`config.mk`:
```
export PLATFORM = sky130hd
export DESIGN_NAME = secuenciador_avance_flat
export DESIGN_NICKNAME = d
export VERILOG_FILES = /design/src/rtl/secuenciador_avance_pkg.sv /design/src/rtl/secuenciador_avance_if.sv /design/src/rtl/secuenciador_avance_antirrebote.sv /design/src/rtl/secuenciador_avance.sv /design/src/flat_wrapper.sv
export SDC_FILE = /design/constraint.sdc
export NUM_CORES = 1
export LEC_CHECK = 0
export CAP_MARGIN = 30
export CORE_UTILIZATION = 50
export DETAILED_ROUTE_END_ITERATION = 7
export PLACE_DENSITY = 0.76
export RECOVER_POWER = 100
export SLEW_MARGIN = 20
export SYNTH_ARGS = -nofsm -noshare
export SYNTH_HDL_FRONTEND = slang
export SYNTH_SLANG_ARGS = --single-unit
export TNS_END_PERCENT = 5
```
`constraint.sdc`:
```
create_clock -name clk -period 2.74 [get_ports clk]
set_input_delay 0.548 -clock clk [delete_from_list [all_inputs] [get_ports clk]]
set_output_delay 0.548 -clock clk [all_outputs]
set_load 0.01 [all_outputs]
```
`src/rtl/secuenciador_avance_pkg.sv`:
```
// Shared definitions for the advance sequencer: step encoding, widths and
// default credit parameters.
package secuenciador_pkg;

  localparam int ESTADO_W = 3;
  localparam logic [ESTADO_W-1:0] ULTIMO_ESTADO = 3'd5;

  localparam int CREDIT_W_DEF   = 4;
  localparam int CREDIT_MAX_DEF = 15;

  typedef enum logic [ESTADO_W-1:0] {
    S0 = 3'd0,
    S1 = 3'd1,
    S2 = 3'd2,
    S3 = 3'd3,
    S4 = 3'd4,
    S5 = 3'd5
  } paso_t;

  // Step sequence wraps after the last step; 6 and 7 are never produced.
  function automatic paso_t siguiente_paso(input paso_t p);
    paso_t sig;
    if (p >= paso_t'(ULTIMO_ESTADO)) begin
      sig = S0;
    end else begin
      sig = paso_t'(p + 3'd1);
    end
    return sig;
  endfunction

endpackage

```
`src/rtl/secuenciador_avance_if.sv`:
```
// Raw coin/button inputs and the clean status outputs of the sequencer.
interface secuenciador_avance_if
  import secuenciador_pkg::*;
#(
  parameter int CREDIT_W = CREDIT_W_DEF
);

  logic                moneda;
  logic                boton;
  logic [ESTADO_W-1:0] estado;
  logic                avance;
  logic                credito;
  logic [CREDIT_W-1:0] credito_cnt;
  logic                rechazo;
  logic                lleno;

  modport master (
    output moneda,
    output boton,
    input  estado,
    input  avance,
    input  credito,
    input  credito_cnt,
    input  rechazo,
    input  lleno
  );

  modport slave (
    input  moneda,
    input  boton,
    output estado,
    output avance,
    output credito,
    output credito_cnt,
    output rechazo,
    output lleno
  );

endinterface

```
`src/rtl/secuenciador_avance_antirrebote.sv`:
```
// Synchroniser, debounce filter and rising-edge event for one raw contact.
module antirrebote #(
  parameter int DEBOUNCE_CYCLES = 4
) (
  input  logic clk,
  input  logic rst,
  input  logic i_raw,
  output logic o_evento
);

  localparam int CNT_W = (DEBOUNCE_CYCLES > 2) ? $clog2(DEBOUNCE_CYCLES) : 1;
  localparam logic [CNT_W-1:0] CNT_ULTIMO = CNT_W'(DEBOUNCE_CYCLES - 1);

  logic             r_sync1;
  logic             r_sync2;
  logic             r_nivel;
  logic             r_nivel_d;
  logic             r_evento;
  logic [CNT_W-1:0] r_cnt;

  always_ff @(posedge clk) begin
    if (rst) begin
      r_sync1   <= 1'b0;
      r_sync2   <= 1'b0;
      r_nivel   <= 1'b0;
      r_nivel_d <= 1'b0;
      r_evento  <= 1'b0;
      r_cnt     <= '0;
    end else begin
      r_sync1   <= i_raw;
      r_sync2   <= r_sync1;
      r_nivel_d <= r_nivel;
      r_evento  <= r_nivel & ~r_nivel_d;
      // Any cycle agreeing with the accepted level restarts the run.
      if (r_sync2 == r_nivel) begin
        r_cnt <= '0;
      end else if (r_cnt == CNT_ULTIMO) begin
        r_nivel <= r_sync2;
        r_cnt   <= '0;
      end else begin
        r_cnt <= r_cnt + CNT_W'(1);
      end
    end
  end

  assign o_evento = r_evento;

endmodule

```
`src/rtl/secuenciador_avance.sv`:
```
// Coin/advance sequencer: debounced events drive a saturating credit counter
// and a six-step sequence, with every output registered.
//
// state | meaning
// S0    | step 0, idle / start of sequence
// S1    | step 1
// S2    | step 2
// S3    | step 3
// S4    | step 4
// S5    | step 5, next advance wraps to S0 and consumes one credit
module secuenciador_avance
  import secuenciador_pkg::*;
#(
  parameter int DEBOUNCE_CYCLES = 4,
  parameter int CREDIT_W        = CREDIT_W_DEF,
  parameter int CREDIT_MAX      = CREDIT_MAX_DEF
) (
  input  logic                  clk,
  input  logic                  rst,
  secuenciador_avance_if.slave  bus
);

  localparam logic [CREDIT_W-1:0] CNT_MAX = CREDIT_W'(CREDIT_MAX);

  logic w_ev_moneda;
  logic w_ev_boton;
  logic w_wrap;
  logic [CREDIT_W-1:0] w_cnt_next;

  paso_t               r_paso;
  logic [CREDIT_W-1:0] r_cnt;
  logic                r_credito;
  logic                r_avance;
  logic                r_rechazo;
  logic                r_lleno;
  logic                r_inc;

  antirrebote #(
    .DEBOUNCE_CYCLES (DEBOUNCE_CYCLES)
  ) u_ar_moneda (
    .clk      (clk),
    .rst      (rst),
    .i_raw    (bus.moneda),
    .o_evento (w_ev_moneda)
  );

  antirrebote #(
    .DEBOUNCE_CYCLES (DEBOUNCE_CYCLES)
  ) u_ar_boton (
    .clk      (clk),
    .rst      (rst),
    .i_raw    (bus.boton),
    .o_evento (w_ev_boton)
  );

  // Accepted coin and wrap land on the same edge, so they cancel out.
  assign w_wrap = r_avance && (r_paso == S5);

  always_comb begin
    w_cnt_next = r_cnt;
    if (r_inc && !w_wrap) begin
      w_cnt_next = r_cnt + CREDIT_W'(1);
    end else if (!r_inc && w_wrap) begin
      w_cnt_next = r_cnt - CREDIT_W'(1);
    end
  end

  always_ff @(posedge clk) begin
    if (rst) begin
      r_paso    <= S0;
      r_cnt     <= '0;
      r_credito <= 1'b0;
      r_avance  <= 1'b0;
      r_rechazo <= 1'b0;
      r_lleno   <= 1'b0;
      r_inc     <= 1'b0;
    end else begin
      // Both events are judged on the count as registered, before any
      // coin increment from this same cycle has been applied.
      r_avance  <= w_ev_boton && (r_cnt != '0);
      r_rechazo <= w_ev_boton && (r_cnt == '0);
      r_inc     <= w_ev_moneda && (r_cnt < CNT_MAX);
      r_lleno   <= w_ev_moneda && (r_cnt >= CNT_MAX);
      r_cnt     <= w_cnt_next;
      r_credito <= (w_cnt_next != '0);
      if (r_avance) begin
        r_paso <= siguiente_paso(r_paso);
      end
    end
  end

  assign bus.estado      = r_paso;
  assign bus.avance      = r_avance;
  assign bus.credito     = r_credito;
  assign bus.credito_cnt = r_cnt;
  assign bus.rechazo     = r_rechazo;
  assign bus.lleno       = r_lleno;

endmodule
```
`src/flat_wrapper.sv`:
```
// flat-port wrapper written by rule: the top's interface ports become plain ports
module secuenciador_avance_flat import secuenciador_pkg::*;
#(
  parameter int DEBOUNCE_CYCLES = 4,
  parameter int CREDIT_W        = CREDIT_W_DEF,
  parameter int CREDIT_MAX      = CREDIT_MAX_DEF
)
  (clk, rst, bus_moneda, bus_boton, bus_estado, bus_avance, bus_credito, bus_credito_cnt, bus_rechazo, bus_lleno);
  secuenciador_avance_if #(.CREDIT_W(CREDIT_W)) bus_i ();
  input  logic clk;
  input  logic rst;
  input wire logic [$bits(bus_i.moneda)-1:0] bus_moneda;
  input wire logic [$bits(bus_i.boton)-1:0] bus_boton;
  output wire logic [$bits(bus_i.estado)-1:0] bus_estado;
  output wire logic [$bits(bus_i.avance)-1:0] bus_avance;
  output wire logic [$bits(bus_i.credito)-1:0] bus_credito;
  output wire logic [$bits(bus_i.credito_cnt)-1:0] bus_credito_cnt;
  output wire logic [$bits(bus_i.rechazo)-1:0] bus_rechazo;
  output wire logic [$bits(bus_i.lleno)-1:0] bus_lleno;
  assign bus_i.moneda = bus_moneda;
  assign bus_i.boton = bus_boton;
  assign bus_estado = bus_i.estado;
  assign bus_avance = bus_i.avance;
  assign bus_credito = bus_i.credito;
  assign bus_credito_cnt = bus_i.credito_cnt;
  assign bus_rechazo = bus_i.rechazo;
  assign bus_lleno = bus_i.lleno;
  secuenciador_avance #(.DEBOUNCE_CYCLES(DEBOUNCE_CYCLES), .CREDIT_W(CREDIT_W), .CREDIT_MAX(CREDIT_MAX)) u_core (.clk(clk), .rst(rst), .bus(bus_i));
endmodule
```
== Word level (Yosys, flattened, before mapping) ==
Index checks and enable logic that the tools add are counted.
Operators by class
  bitwise operators: 6
  reductions and logical operators: 16
  order comparisons: 3
  add/sub/neg operators: 5
  multiplexer cells: 3
  eq/ne operators: 5
Operator list (number)
  $mux 4: 2
  $reduce_bool 4->1: 2
  $logic_and 1x1->1: 7
  $reduce_or 3->1: 2
  $add 2x1->2 const B: 2
  $add 4x1->4 const B: 1
  $eq 2x2->1 const B: 2
  $ge 4x4->1 const B: 1
  $logic_not 4->1: 1
  $lt 4x4->1 const B: 1
  $not 1->1: 4
  $reduce_and 2->1: 2
  $sub 4x1->4 const B: 1
  $add 3x1->3 const B: 1
  $eq 3x3->1 const B: 1
  $ge 3x3->1 const B: 1
  $mux 3: 1
  $and 1x1->1: 2
  $eq 1x1->1: 2
  $logic_not 1->1: 2
Storage, ports and cells
  register bits: 26
  input bits: 4
  output and inout bits: 11

== Logic depth before layout (Yosys ltp) ==
Gate-level depths: netlist of run 1.
  word-level depth: 6
  mapped depth: 7

== Modules after synthesis ==
From an unflattened synthesis of run 1, not the netlist that was laid out.
Second synthesis, totals
  cells, all modules: 102
  area total of the unflattened synthesis: 1038.5 sq um
By module, submodules not included
  secuenciador_avance: area each 590.6 sq um, sequential area each 240.2 sq um, cells an instance 68, instances 1
  antirrebote: area each 224.0 sq um, sequential area each 140.1 sq um, cells an instance 17, instances 2

== Least setup slack after synthesis of run 1 ==
OpenSTA, ideal clock, no wires.
  path type: reg-to-reg
  start: register u_core.r_paso[1] (netlist: u_core.bus.estado[1])
  end: register u_core.r_credito (netlist: u_core.bus.credito)
  slack: 1.137 ns
  buffers on the path: 1
  stages on the path, launching flop included: 8
  data arrival time: 1.473 ns
  library setup time: 0.130 ns
  clock period less this slack: 1.603 ns
  cells stage by stage: dfxtp_1 -> inv_1 -> ha_1 -> and3_1 -> clkbuf_1 -> o22a_1 -> mux2i_1 -> o211ai_2
Between the ends
  longest elaborated chain between the ends: 6
  elaborated cells between the ends (all ways): 8
  those cells by class: 1 x eq/ne; 2 x mux; 5 x reduce/logical
Ends and longest elaborated chain
  from (decl): line secuenciador_avance.sv:30  | paso_t r_paso;
  from (signal assigned): line secuenciador_avance.sv:87  | r_paso <= siguiente_paso(r_paso);
  $eq 3x3->1 *: line secuenciador_avance.sv:57  | assign w_wrap = r_avance && (r_paso == S5);
  $logic_and 1x1->1 *: line secuenciador_avance.sv:57
  $logic_and 1x1->1 or $logic_not 1->1 (tied branches): line secuenciador_avance.sv:63, secuenciador_avance.sv:61
  $mux 4 or $logic_and 1x1->1 (tied branches): line secuenciador_avance.sv:63, secuenciador_avance.sv:61
  $mux 4 *: line secuenciador_avance.sv:61  | if (r_inc && !w_wrap) begin
  $reduce_bool 4->1 *: line secuenciador_avance.sv:85  | r_credito <= (w_cnt_next != '0);
  to (signal assigned): line secuenciador_avance.sv:85
  to (decl): line secuenciador_avance.sv:32  | logic r_credito;
Every way passes the cells marked *; elsewhere a longest branch is shown, timed or not.
A chain may end at the register's enable or synchronous reset.

==> out/qor.csv, run 1 <==
metric;value;unit
Syn Std Cell Area;0.00104;mm2
Worst-Skew Late Latency;320;ps
routability cong.;0.723;
Max Root-Sink Buffers;2;
commonest cells after routing, fill and taps aside;dfxtp_1, nor2_1, dlygate4sd3_1, nor2b_1;
MaxCap Viol Count;0;
Cell variety after synth;27;
Net count, final;133;
H-tree level count;1;
worst r2r path cells;5;
top achievable clock speed;0.490;GHz
first-pass GRT wire length;2460;um
Post-DP HPWL;1210;um
largest cells by area after synthesis;dfxtp_1, ha_1, nor2b_1, nor2_1, mux2i_1;
initial antenna violation count;0;
Worst slew margin;0.498;
Seq/Total Area, Yosys;0.501;
Starting Density;0.530;
vias in the first global route;619;
DR pass1 iterations;3;
ys async rst share;0;
Setup TNS Final;0;ps
overall die area;0.00227;mm2
Worst Setup Start Kind;input port;
VDD IR max;365;uV
Synth top area share;0.501;
area leader, netlist;dfxtp_1;
Mapped Avg Cell Area;9.72;um2
post-CTS setup buffers;0;
core area;0.00196;mm2
hold-critical path depth;1;
io pins;15;
WHS Endpoint;u_core.u_ar_moneda.o_evento;
critical path, cell by cell;dlygate4sd3_1 -> clkbuf_1 -> nor2b_1 -> mux2i_1 -> o211ai_1;
met2 usage in global routing;0.274;
grt total ovfl;0;
GRT Overall Usage;0.160;
grt met1 use;0.187;
Gate power share;0.025;
die height;47.6;um
minimum clock period;2040;ps
Sw Ratio;0.205;
CP arrival;2220;ps
crit share post-route;0.745;
via/cell ratio;5.03;
final wirelength;1630;um
yosys warns;0;
Worst-Margin Slew;753;ps
Internal Power;471;uW
DRC Markers;0;
Clock power frac;0.327;
Hold Crit Start;u_core.u_ar_moneda.r_nivel_d;
Post-DRT Antenna Nets;0;
Final Hold Fails;0;
CP max stage delay;610;ps
slowest CP cell;dlygate4sd3_1;
met3 usage;0.0340;
R2R Path Start;u_core.bus.estado[0];
Critical Path RT;2920;ps
Leak;0.000541;uW
Finished Layout Cells;149;
placed cells;145;
antenna cell count;0;
via count;749;
max-slew violations;0;
post-synthesis register bit count;26;
Clock Skews;3.71;ps
FP Rows;16;
Post-synth EDFFs;0;
IO Port Bufs;14;
HP Class;flop to flop;
GRT busiest layer;met2;
RSZ-0062 raised after global routing;no;
Cells after Synth;107;
outcome;finished, final reports clean;
Clock Sink Count;26;
WL/cell;10.9;um
# setup viols final;0;
critical path type;input port to flop;
worst hold slack;395;ps
Die X;47.6;um
Hold Buf Count CTS;0;
top_reg_cell synth;dfxtp_1;
clk slew on worst S/H paths;130;ps
CP Max Fanout;20;
commonest non-fill, non-tap cell in the layout;dfxtp_1;
Psw;121;uW
layout cell share with drive strength beyond 1;0.0328;
Worst setup EP type;flop;
synth-to-layout area growth;17.9;%
PwrDens;483;mW/mm2
FF-to-FF setup slack;1050;ps
CTS tree;done;
Seq pwr share;0.648;
reg2reg end;u_core.bus.credito;
pin count of the biggest net entering global routing;21;
CTS Buf Count;3;
Root Buffer Master;clkbuf_4;
syn_nets;117;
DR iter-0 viols;1;
Resized cells post-CTS;0;
-- worst max-delay path, delay by kind of cell --
family	cells	cell delay, ps
buf+inv	2	1210
mux	1	220
compound gates	1	140
simple gates	1	100
-- logic make-up after synthesis --
family                     count (synthesis)  synth area share
and+or+nand+nor                           45             0.229
DFF                                       26             0.501
AOI/OAI and AO/OA                         11            0.0746
buffers and inverters                     10            0.0433
adders and majority gates                  6            0.0722
xor gates and xnor gates                   5            0.0421
muxes                                      4            0.0385
-- worst max path at each step --
stage,from,end,slack [ps],cells after the start
2_1_floorplan,u_core.bus.estado[1],u_core.bus.credito,1140,7
3_3_place_gp,rst,u_core.bus.credito,900,5
3_5_place_dp,rst,u_core.bus.credito,800,5
4_1_cts,u_core.bus.avance,bus_avance,790,1
5_1_grt,rst,u_core.bus.credito,560,5
6_report,rst,u_core.bus.credito,700,5
-- cells in the mapped netlist, drive strengths merged, types with 2 or more instances --
cell	instances
a21oi	4
clkbuf	3
dfxtp	26
ha	6
inv	6
mux2i	4
nand2	5
nand2b	5
nand3b	2
nand4	2
nor2	14
nor2b	10
o21ai	2
or3	2
xnor2	4
-- routing by layer --
| layer | up-vias | wire length [um] |
|---|---|---|
| li1 | 383 | - |
| met1 | 349 | 739 |
| met2 | 15 | 821 |
| met3 | 2 | 53 |
| met4 | 0 | 14 |
| met5 | - | 0 |
-- power groups by stage --
stage	registers (uW)	logic [uW]	clock network, uW
after detailed placement	392	16.0	0
after global placement	391	15.4	0
after CTS	383	16.0	202
final	383	14.7	194
after global routing	384	16.4	212
after floorplan	391	8.84	0
-- final cells by class --
cell class | instances | area (um2)
multi-input cells | 71 | 469
well taps | 27 | 33.8
flip-flops and latches | 26 | 520
inverters | 6 | 22.5
repair buffers | 15 | 144
clock buffers | 4 | 36.3
fillers | 197 | 736
-- through the flow --
step / cell area, um2 / worst slack, ps / total power, uW / utilization
after floorplan: 1040 / 1140 / 400 / -
after global placement: 1200 / 900 / 407 / 0.611
after detailed placement: 1200 / 797 / 408 / 0.611
after CTS: 1230 / 788 / 602 / 0.629
after global routing: 1230 / 564 / 612 / 0.625
final: 1230 / 698 / 592 / 0.625
-- registers in the layout, indices dropped and copies added (netlist names) --
register and cells:
u_core.u_ar_boton.o_evento 1, u_core.bus.credito_cnt 4, u_core.u_ar_boton.r_sync1 1, u_core.r_inc 1, u_core.u_ar_boton.r_nivel_d 1, u_core.bus.rechazo 1
u_core.u_ar_moneda.o_evento 1, u_core.u_ar_boton.r_cnt 2, u_core.u_ar_boton.r_sync2 1, u_core.bus.avance 1, u_core.u_ar_moneda.r_sync1 1, u_core.bus.lleno 1
u_core.u_ar_moneda.r_nivel_d 1, u_core.u_ar_moneda.r_sync2 1, u_core.bus.credito 1, u_core.u_ar_moneda.r_nivel 1, u_core.bus.estado 3, u_core.u_ar_boton.r_nivel 1
u_core.u_ar_moneda.r_cnt 2
Power figures use the tool's default switching activity.
==> run 2, diff against run 1 <==
- clock period: 2.74 -> 2.1 ns (I/O delays scaled with it)
==> run 2 against run 1 <==
Non-clock buffer count grew 1. Critical path depth shrank 4. Setup slack lost 470 ps. Combinational power grew 36%. Critical path type is now flop to primary output. Critical endpoint is now bus_avance.
==> out/qor.csv, run 2 (synthesized netlist as in run 1, its figures left out) <==
metric;value;unit;change
CP max stage delay;640;ps;+30 ps
crit-path leading delay family;buffers and inverters;;
Internal Power;701;uW;+49%
PwrDens;691;mW/mm2;+43%
vias in the first global route;627;;+1.3%
RSZ-0062 raised after global routing;no;;
outcome;finished, final reports clean;;
DR iter-0 viols;10;;+9
Clock Sink Count;26;;unchanged
slowest CP cell;dlygate4sd3_1;;
post-route cell area;0.00125;mm2;+1.6%
initial antenna violation count;0;;unchanged
MaxCap Viol Count;0;;unchanged
antenna cell count;0;;unchanged
Clock power frac;0.396;;+0.069
worst hold slack;396;ps;+0.660 ps
Worst-Margin Slew;456;ps;-297 ps
grt total ovfl;0;;unchanged
FP Rows;16;;unchanged
Critical Path RT;1680;ps;-1240 ps
overall die area;0.00227;mm2;unchanged
minimum clock period;1870;ps;
Cell Area, Placed;0.00121;mm2;+0.63%
Worst slew margin;0.696;;+0.198
WL/cell;11.0;um;+0.43%
Seq pwr share;0.581;;-0.067
clk slew on worst S/H paths;140;ps;about the same
VDD IR max;687;uV;+88%
critical path type;flop to primary output;;
synth-to-layout area growth;19.9;%;
placed cells;146;;+0.69%
pin count of the biggest net entering global routing;16;;-24%
die height;47.6;um;unchanged
Worst Setup Start Kind;flop;;
Leak;0.000549;uW;+1.5%
CP Max Fanout;9;;-55%
core area;0.00196;mm2;unchanged
first-pass GRT wire length;2460;um;unchanged
DRC Markers;0;;unchanged
Post-DRT Antenna Nets;0;;unchanged
io pins;15;;unchanged
Die X;47.6;um;unchanged
HP Class;flop to flop;;
H-tree level count;1;;unchanged
top achievable clock speed;0.535;GHz;
via/cell ratio;4.94;;-1.7%
# setup viols final;0;;unchanged
routability cong.;0.787;;+8.9%
Starting Density;0.530;;unchanged
Final Hold Fails;0;;unchanged
IO Port Bufs;14;;unchanged
Clock Skews;6.86;ps;+3.15 ps
commonest cells after routing, fill and taps aside;dfxtp_1, nor2_1, dlygate4sd3_1, nor2b_1;;
Resized cells post-CTS;0;;unchanged
critical path, cell by cell;dlygate4sd3_1;;
Worst-Skew Late Latency;320;ps;about the same
max-slew violations;0;;unchanged
CTS Buf Count;3;;unchanged
Root Buffer Master;clkbuf_4;;
Sw Ratio;0.185;;-0.0193
via count;741;;-1.1%
GRT Overall Usage;0.159;;-0.000534
Max Root-Sink Buffers;2;;unchanged
Psw;159;uW;+32%
CP bufs+invs;1;;-1
Setup TNS Final;0;ps;unchanged
Net count, final;134;;+0.75%
Post-DP HPWL;1270;um;+5.2%
crit share post-route;0.889;;
post-CTS setup buffers;0;;unchanged
CTS tree;done;;
CP arrival;1450;ps;-770 ps
max reg flops;4;;unchanged
commonest non-fill, non-tap cell in the layout;dfxtp_1;;
final wirelength;1650;um;+1.1%
Hold Buf Count CTS;0;;unchanged
layout cell share with drive strength beyond 1;0.0325;;-0.000267
Worst setup EP type;primary output;;
Fill cells;175;;-11%
DR pass1 iterations;4;;+1
Gate power share;0.023;;-0.002
Finished Layout Cells;150;;+0.67%
==> run 2: changes by cell type in the layout (fill, tap and decap cells not counted), sizes merged <==
cell and change:
bufinv +1
==> run 2: cell type report <==
| class | count | area (um2) | share of cell area |
|---|---|---|---|
| clock buffer | 3 | 22.5 | 0.0181 |
| tap | 27 | 33.8 | 0.0271 |
| inverter | 6 | 22.5 | 0.0181 |
| sequential | 26 | 520 | 0.418 |
| timing repair buffer | 16 | 148 | 0.118 |
| clock inverter | 1 | 30.0 | 0.0241 |
| multi-input combinational | 71 | 469 | 0.377 |
==> run 2: worst paths after layout <==
path                                       to  cells after the start  slack (ps)                         start
setup / recovery                   bus_avance                      1         230             u_core.bus.avance
hold / removal    u_core.u_ar_moneda.o_evento                      1         400  u_core.u_ar_moneda.r_nivel_d
setup reg to reg           u_core.bus.credito                      6         490          u_core.bus.estado[1]
hold reg to reg   u_core.u_ar_moneda.o_evento                      1         400  u_core.u_ar_moneda.r_nivel_d
==> run 2: power by group through the flow <==
stage | combinational [uW] | sequential, uW | clock (uW)
2_1_floorplan | 11.5 | 510 | 0
6_report | 20.0 | 500 | 341
3_3_place_gp | 21.8 | 511 | 0
4_1_cts | 22.8 | 500 | 345
3_5_place_dp | 22.6 | 511 | 0
5_1_grt | 23.0 | 501 | 360
==> run 2: routing by layer <==
layer | vias to the layer above | part of all wire | GRT usage
li1 | 386 | - | -
met1 | 336 | 0.45 | 0.183
met2 | 17 | 0.51 | 0.293
met3 | 2 | 0.035 | 0.0226
met4 | 0 | 0.0055 | 0.0667
met5 | - | 0 | 0
==> run 2: metrics by stage <==
step / power [uW] / worst slack, ps / util
final: 861 / 233 / 0.635
after global routing: 884 / 151 / 0.635
after CTS: 868 / 280 / 0.642
after detailed placement: 534 / 309 / 0.615
after global placement: 533 / 359 / 0.615
after floorplan: 522 / 497 / -
